**config.mk**
```make
export PLATFORM = sky130hd
export DESIGN_NAME = sar_adc_controller
export DESIGN_NICKNAME = d
export VERILOG_FILES = /design/src/rtl/sar_adc_controller.sv
export SDC_FILE = /design/constraint.sdc
export NUM_CORES = 1
export LEC_CHECK = 0
export CAP_MARGIN = 20
export CORE_ASPECT_RATIO = 0.8
export CORE_MARGIN = 2
export CORE_UTILIZATION = 55
export DETAILED_ROUTE_END_ITERATION = 7
export PLACE_DENSITY_LB_ADDON = 0.12
export SYNTH_ARGS = -nofsm -noshare
export SYNTH_HDL_FRONTEND = slang
export SYNTH_SLANG_ARGS = --single-unit
```
**constraint.sdc**
```tcl
create_clock -name clk -period 2.96 [get_ports clk]
set_input_delay 0.74 -clock clk [delete_from_list [all_inputs] [get_ports clk]]
set_output_delay 0.74 -clock clk [all_outputs]
set_load 0.005 [all_outputs]
```
**src/rtl/sar_adc_controller.sv**
```systemverilog
// rtl/sar_adc_controller.sv - successive-approximation ADC sequencer driving R2R DAC trial codes
module sar_adc_controller #(
    parameter int WIDTH         = 8,
    parameter int SETTLE_CYCLES = 4
) (
    input  logic             clk,
    input  logic             n_rst,
    input  logic             start,
    input  logic             cont,
    input  logic             cmp_in,
    output logic [WIDTH-1:0] dac_out,
    output logic             busy,
    output logic             done,
    output logic [WIDTH-1:0] result
);

    localparam int CW = $clog2(SETTLE_CYCLES + 1);
    localparam int BW = (WIDTH > 1) ? $clog2(WIDTH) : 1;

    localparam logic [1:0] IDLE   = 2'd0;
    localparam logic [1:0] SETTLE = 2'd1;
    localparam logic [1:0] DECIDE = 2'd2;

    localparam logic [WIDTH-1:0] MSB_TRIAL = {1'b1, {(WIDTH-1){1'b0}}};
    localparam logic [CW-1:0]    CNT_LAST  = CW'(SETTLE_CYCLES - 1);
    localparam logic [BW-1:0]    BIT_TOP   = BW'(WIDTH - 1);

    logic [1:0]       state;
    logic [BW-1:0]    bit_idx;
    logic [CW-1:0]    cnt;
    logic             cmp_meta;
    logic             cmp_s;
    logic [WIDTH-1:0] decided;

    // Current trial with the bit under test resolved and the next lower bit raised.
    always_comb begin
        decided          = dac_out;
        decided[bit_idx] = cmp_s;
        if (bit_idx != '0) begin
            decided[bit_idx - 1'b1] = 1'b1;
        end
    end

    always_ff @(posedge clk or negedge n_rst) begin
        if (!n_rst) begin
            state    <= IDLE;
            dac_out  <= '0;
            result   <= '0;
            busy     <= 1'b0;
            done     <= 1'b0;
            bit_idx  <= '0;
            cnt      <= '0;
            cmp_meta <= 1'b0;
            cmp_s    <= 1'b0;
        end else begin
            cmp_meta <= cmp_in;
            cmp_s    <= cmp_meta;
            done     <= 1'b0;
            case (state)
                IDLE: begin
                    if (start) begin
                        dac_out <= MSB_TRIAL;
                        bit_idx <= BIT_TOP;
                        cnt     <= '0;
                        busy    <= 1'b1;
                        state   <= SETTLE;
                    end
                end
                SETTLE: begin
                    if (cnt == CNT_LAST) begin
                        state <= DECIDE;
                    end else begin
                        cnt <= cnt + 1'b1;
                    end
                end
                DECIDE: begin
                    if (bit_idx != '0) begin
                        dac_out <= decided;
                        bit_idx <= bit_idx - 1'b1;
                        cnt     <= '0;
                        state   <= SETTLE;
                    end else begin
                        result <= decided;
                        done   <= 1'b1;
                        // Continuous mode chains straight into the next MSB trial.
                        if (cont) begin
                            dac_out <= MSB_TRIAL;
                            bit_idx <= BIT_TOP;
                            cnt     <= '0;
                            state   <= SETTLE;
                        end else begin
                            dac_out <= decided;
                            busy    <= 1'b0;
                            state   <= IDLE;
                        end
                    end
                end
                default: begin
                    busy  <= 1'b0;
                    state <= IDLE;
                end
            endcase
        end
    end

endmodule
```
# After elaboration in Yosys (flattened, before gate mapping)
# Index checks and enable logic that the tools add are counted.
totals:
  output_inout_bits: 18
  register_bits: 28
classes:
  eq_ne: 9
  n_mux: 30
  addsub: 2
  order_cmp: 4
  n_bitwise: 3
  n_reduce_logical: 12
ops:
  columns: ["op", "n"]
  rows:
  - ["8-bit 2-to-1 mux", 4]
  - ["3-bit 2-to-1 mux", 7]
  - ["8-bit one-hot mux with 2 select lines", 1]
  - ["2-bit != test, second input constant", 5]
  - ["1-bit 2-to-1 mux", 9]
  - ["3-bit one-hot mux with 3 select lines", 1]
  - ["8-bit bitwise mux", 1]
  - ["3-bit by 4-bit < comparator with 1-bit output, second input constant", 2]
  - ["8-bit OR", 1]
  - ["4-bit AND reduction", 2]
  - ["1-bit demux with 3-bit select", 2]
  - ["3-bit by 1-bit >= comparator with 1-bit output, second input constant", 2]
  - ["2-bit one-hot mux with 3 select lines", 1]
  - ["3-bit one-hot mux with 2 select lines", 1]
  - ["2-bit AND reduction", 3]
  - ["3-bit nonzero test", 2]
  - ["2-bit 2-to-1 mux", 2]
  - ["3-bit by 1-bit adder with 3-bit output, second input constant", 1]
  - ["3-bit by 2-bit == test with 1-bit output, second input constant", 1]
  - ["3-bit != test, second input constant", 1]
  - ["1-bit one-hot mux with 3 select lines", 1]
  - ["3-bit AND reduction", 1]
  - ["3-bit by 1-bit subtractor with 3-bit output, second input constant", 1]
  - ["2-bit by 1-bit == test with 1-bit output, second input constant", 1]
  - ["5 further kinds", 7]

# Depth between registers and ports, before layout
logic_depth:
  word_depth: 10
  mapped_depth: 7
  mapped_depth_nobuf: 6

# Worst setup path before layout
# OpenSTA, ideal clock, no wires.
synth_timing:
  path_type: "register to register"
  startpoint: "register bit_idx[0]"
  endpoint: "register result[0]"
  path_slack_ps: 1128
  n_path_buf: 2
  required_ps: 2835
  period_less_slack_ps: 1832
  path_stages_with_launch: 8
  arrival_ps: 1707
  cell_sequence: "dfrtp_1 -> buf_4 -> inv_1 -> ha_1 -> nor2b_2 -> nor2b_1 -> buf_4 -> mux2_2"
synth_between:
  elab_chain_len: 7
  elab_cells_between_ends: 17
  classes_between: "1 x add/sub; 4 x order compare; 6 x mux; 2 x bitwise; 4 x reduce/logical"
synth_rtl:
  columns: ["element", "line_no", "text"]
  rows:
  - ["start, declared", "29", "logic [BW-1:0] bit_idx;"]
  - ["start signal, assigned", "79", "bit_idx <= bit_idx - 1'b1;"]
  - ["3-bit by 1-bit subtractor with 3-bit output (tied with other cells)", "40", "decided[bit_idx - 1'b1] = 1'b1;"]
  - ["3-bit by 4-bit < comparator with 1-bit output (implied by the code) (tied with other cells)", "40", null]
  - ["1-bit logical AND (implied by the code) / 1-bit 2-to-1 mux (equally long branches)", "40, 38", null]
  - ["1-bit 2-to-1 mux (implied by the code) / 1-bit demux with 3-bit select (equally long branches)", "40, 38", null]
  - ["1-bit demux with 3-bit select / 8-bit bitwise mux (equally long branches)", "40, 38", null]
  - ["8-bit OR (no source line)", null, null]
  - ["8-bit 2-to-1 mux", "39", "if (bit_idx != '0) begin"]
  - ["end signal, assigned", "83", "result <= decided;"]
  - ["end, declared", "14", "output logic [WIDTH-1:0] result"]
# Several ways; a longest one is shown, not always the timed one.
# A chain may end at the register's enable or synchronous reset.

# Final worst setup path
layout_timing:
  startpoint: "register bit_idx[0]"
  endpoint: "register result[4]"
# The elaborated chain is that of the path after synthesis.

==> impl_metrics.sql <==
INSERT INTO impl_metrics (metric_group, metric, value, unit) VALUES
('min_path', 'hold_class', 'reg -> reg', ''),
('power_and_ir_drop', 'leakagePower', '0.731', 'nW'),
('place', 'dp_cells', '163', ''),
('synthesis', 'synth_most_common_cell', 'dfrtp_1', ''),
('synthesis', 'ys_seq_elements', '28', ''),
('timing', 'worst_case_headroom_to_the_max_slew_limit', '68.2', '%'),
('synthesis', 'synth.cell_area', '1360', 'sq um'),
('timing', 'setup_total_negative_slack', '0', 'ns'),
('worst_setup_path', 'critPathCaptureType', 'register', ''),
('timing', 'finalHoldViolCount', '0', ''),
('drt', 'postRouteWirelength', '2560', 'um'),
('cells_and_area', 'area.growth.synth_to_final', '19.5', '%'),
('timing', 'fin_skew', '0.00879', 'ns'),
('global_route', 'grt_usage', '20.2', '%'),
('worst_setup_path', 'critical_path.startpoint_type', 'register', ''),
('cells_and_area', 'drive_above_1_share', '12.9', '%'),
('worst_setup_path', 'crit_required', '3.19', 'ns'),
('drt', 'drt_pre_antenna_iters', '4', ''),
('worst_setup_path', 'timing.rr.start', 'bit_idx[0]$_DFFE_PN0P_', ''),
('drt', 'ant_nets', '0', ''),
('clock_tree', 'cts.sinks', '28', ''),
('synthesis', 'synth.yosys.warnings', '0', ''),
('worst_setup_path', 'r2r_cells', '6', ''),
('place', 'placement.io_buffers', '22', ''),
('floorplan', 'die-area', '2890', 'sq um'),
('synthesis', 'synth.yosys.seq_area_share', '51.4', '%'),
('worst_setup_path', 'worst-endpoint-arrival', '2.42', 'ns'),
('cells_and_area', 'diode_count', '0', ''),
('timing', 'max_slew.worst_pin.slew', '0.476', 'ns'),
('worst_setup_path', 'critPathMaxFanout', '13', ''),
('worst_setup_path', 'rr_endpoint', 'result[4]$_DFFE_PN0P_', ''),
('run', 'drv.max_cap_violation_count', '0', ''),
('worst_setup_path', 'regToRegSetupSlack', '0.76', 'ns'),
('floorplan', 'floorplan.initialDensity', '56.7', '%'),
('drt', 'route.detailed.wl_per_inst', '15.3', 'um'),
('global_route', 'first_global_vias', '951', ''),
('cells_and_area', 'final-instance-count-excl-fill', '167', ''),
('floorplan', 'floorplan.die.height', '48.5', 'um'),
('drt', 'vias_per_cell', '5.81', ''),
('clock_tree', 'cts_max_level', '1', ''),
('clock_tree', 'worst_skew_pair.late_latency', '0.33', 'ns'),
('place', 'dp_hpwl', '1840', 'um'),
('synthesis', 'synthDominantCellAreaShare', '51.4', '%'),
('synthesis', 'netlist.top_cell.by_area', 'dfrtp_1', ''),
('timing', 'slew_viol_final', '0', ''),
('global_route', 'wire_length_of_the_first_global_routing_pass', '4420', 'um'),
('floorplan', 'num_rows', '16', ''),
('clock_tree', 'number_of_gates_given_a_new_drive_strength_after_cts', '0', ''),
('global_route', 'grt-ovfl-total', '0', ''),
('synthesis', 'synth_edf_count', '0', ''),
('drt', 'detailroute.via_count', '970', ''),
('floorplan', 'io_count', '23', ''),
('synthesis', 'synth_top_flop_cell', 'dfrtp_1', ''),
('worst_setup_path', 'timing_worst_setup_path_type', 'reg -> reg', ''),
('timing', 'maxClockFrequency', '455', 'MHz'),
('cells_and_area', 'final_net_count', '150', ''),
('synthesis', 'synthCells', '118', ''),
('place', 'gp_congestion', '0.830', ''),
('clock_tree', 'post-cts-setup-buffers', '0', ''),
('synthesis', 'fraction_of_registers_with_async_set_or_reset_after_synthesis', '100', '%'),
('synthesis', 'number_of_different_library_cells_in_the_post_synthesis_netlist', '33', ''),
('timing', 'final.min_clock_period', '2.20', 'ns'),
('clock_tree', 'holdBufCountCts', '0', ''),
('global_route', 'grt_max_degree', '29', ''),
('min_path', 'min_to', 'cmp_s$_DFF_PN0_', ''),
('outcome', 'status', 'finished, final reports clean', ''),
('timing', 'period_share', '74.3', '%'),
('clock_tree', 'cts-root-to-sink-buffers', '2', ''),
('synthesis', 'syn-mean-instance-area', '11.5', 'sq um'),
('min_path', 'worst_hold_startpoint', 'cmp_meta$_DFF_PN0_', ''),
('timing', 'setup_repair_after_global_routing_missed_its_margin', 'false', '');
==> how the worst max path moves through the flow <==
stage / from / to / slack (ns) / cells past startpoint
6_report: bit_idx[0]$_DFFE_PN0P_ / result[4]$_DFFE_PN0P_ / 0.76 / 6
5_1_grt: bit_idx[0]$_DFFE_PN0P_ / result[4]$_DFFE_PN0P_ / 0.63 / 6
4_1_cts: bit_idx[0]$_DFFE_PN0P_ / result[4]$_DFFE_PN0P_ / 0.78 / 6
3_5_place_dp: start / cnt[0]$_DFFE_PN0P_ / 0.79 / 5
3_3_place_gp: bit_idx[0]$_DFFE_PN0P_ / result[4]$_DFFE_PN0P_ / 0.84 / 6
2_1_floorplan: bit_idx[0]$_DFFE_PN0P_ / result[0]$_DFFE_PN0P_ / 1.13 / 7
==> worst max-delay path, stage by stage (launching register included) <==
cell,delay [ns]
dfrtp_1,0.58
inv_1,0.22
ha_1,0.28
nor3b_1,0.14
a21oi_1,0.37
o21ai_0,0.21
mux2_2,0.29
==> cells by family (layout without fill, tap and decap cells) <==
family | after synthesis | after routing | synth area share (%)
flops | 28 | 28 | 51.4
simple gates | 26 | 26 | 10.7
mux | 16 | 16 | 13.6
buf+inv | 15 | 37 | 5.42
fa+ha+maj | 4 | 4 | 3.67
compound gates | 29 | 29 | 15.2
==> state kept, by name (all words and copies together) (netlist names) <==
register  count
done          1
result        8
bit_idx       3
busy          1
cmp_s         1
cmp_meta      1
state         2
cnt           3
dac_out       8
==> layout make-up <==
cell class                      instances  area, sq um
Inverter                                9         33.8
Tap cell                               27         33.8
Fill cell                             189          774
Clock buffer                            4         36.3
Multi-Input combinational cell         75          588
Timing Repair Buffer                   24          235
Sequential cell                        28          701
==> report_power, final <==
part	switching [mW]	internal, mW
Sequential	0.0813	0.454
Clock	0.109	0.0753
Combinational	0.217	0.206
==> through the flow <==
step	total power, mW	hold WS [ns]	setup slack [ns]	cell area (sq um)	utilization (%)
2_1_floorplan	0.830	0.331	1.13	1360	-
6_report	1.14	0.364	0.762	1630	67.8
3_3_place_gp	0.953	0.336	0.837	1590	66.3
3_5_place_dp	0.967	0.335	0.791	1590	66.3
5_1_grt	1.24	0.395	0.635	1630	67.8
4_1_cts	1.15	0.367	0.785	1630	67.8
==> layout by cell type (no fill, tap or decap), types with 2 or more instances in the layout <==
cell type / synthesis / layout
o22ai_1: 3 / 3
mux2_2: 4 / 4
nor2_1: 2 / 2
clkbuf_4: 0 / 3
nand2_1: 7 / 7
inv_1: 9 / 9
a21oi_1: 4 / 4
a22o_1: 7 / 7
mux2_4: 4 / 4
o21ai_0: 6 / 6
nor3_1: 3 / 3
nand3b_1: 2 / 2
o31ai_1: 2 / 2
clkdlybuf4s50_1: 0 / 22
nand2b_1: 3 / 3
ha_1: 4 / 4
buf_4: 2 / 2
mux2i_1: 8 / 8
dfrtp_1: 28 / 28
nor3b_1: 5 / 5
==> routing by layer <==
| layer | vias up | track usage (%) | part of all wire, % |
|---|---|---|---|
| li1 | 463 | - | - |
| met1 | 483 | 29.0 | 49 |
| met2 | 22 | 30.4 | 46 |
| met3 | 2 | 5.61 | 4.3 |
| met4 | 0 | 4.81 | 0.74 |
| met5 | - | 0 | 0 |
(Power assumes the default switching activity.)
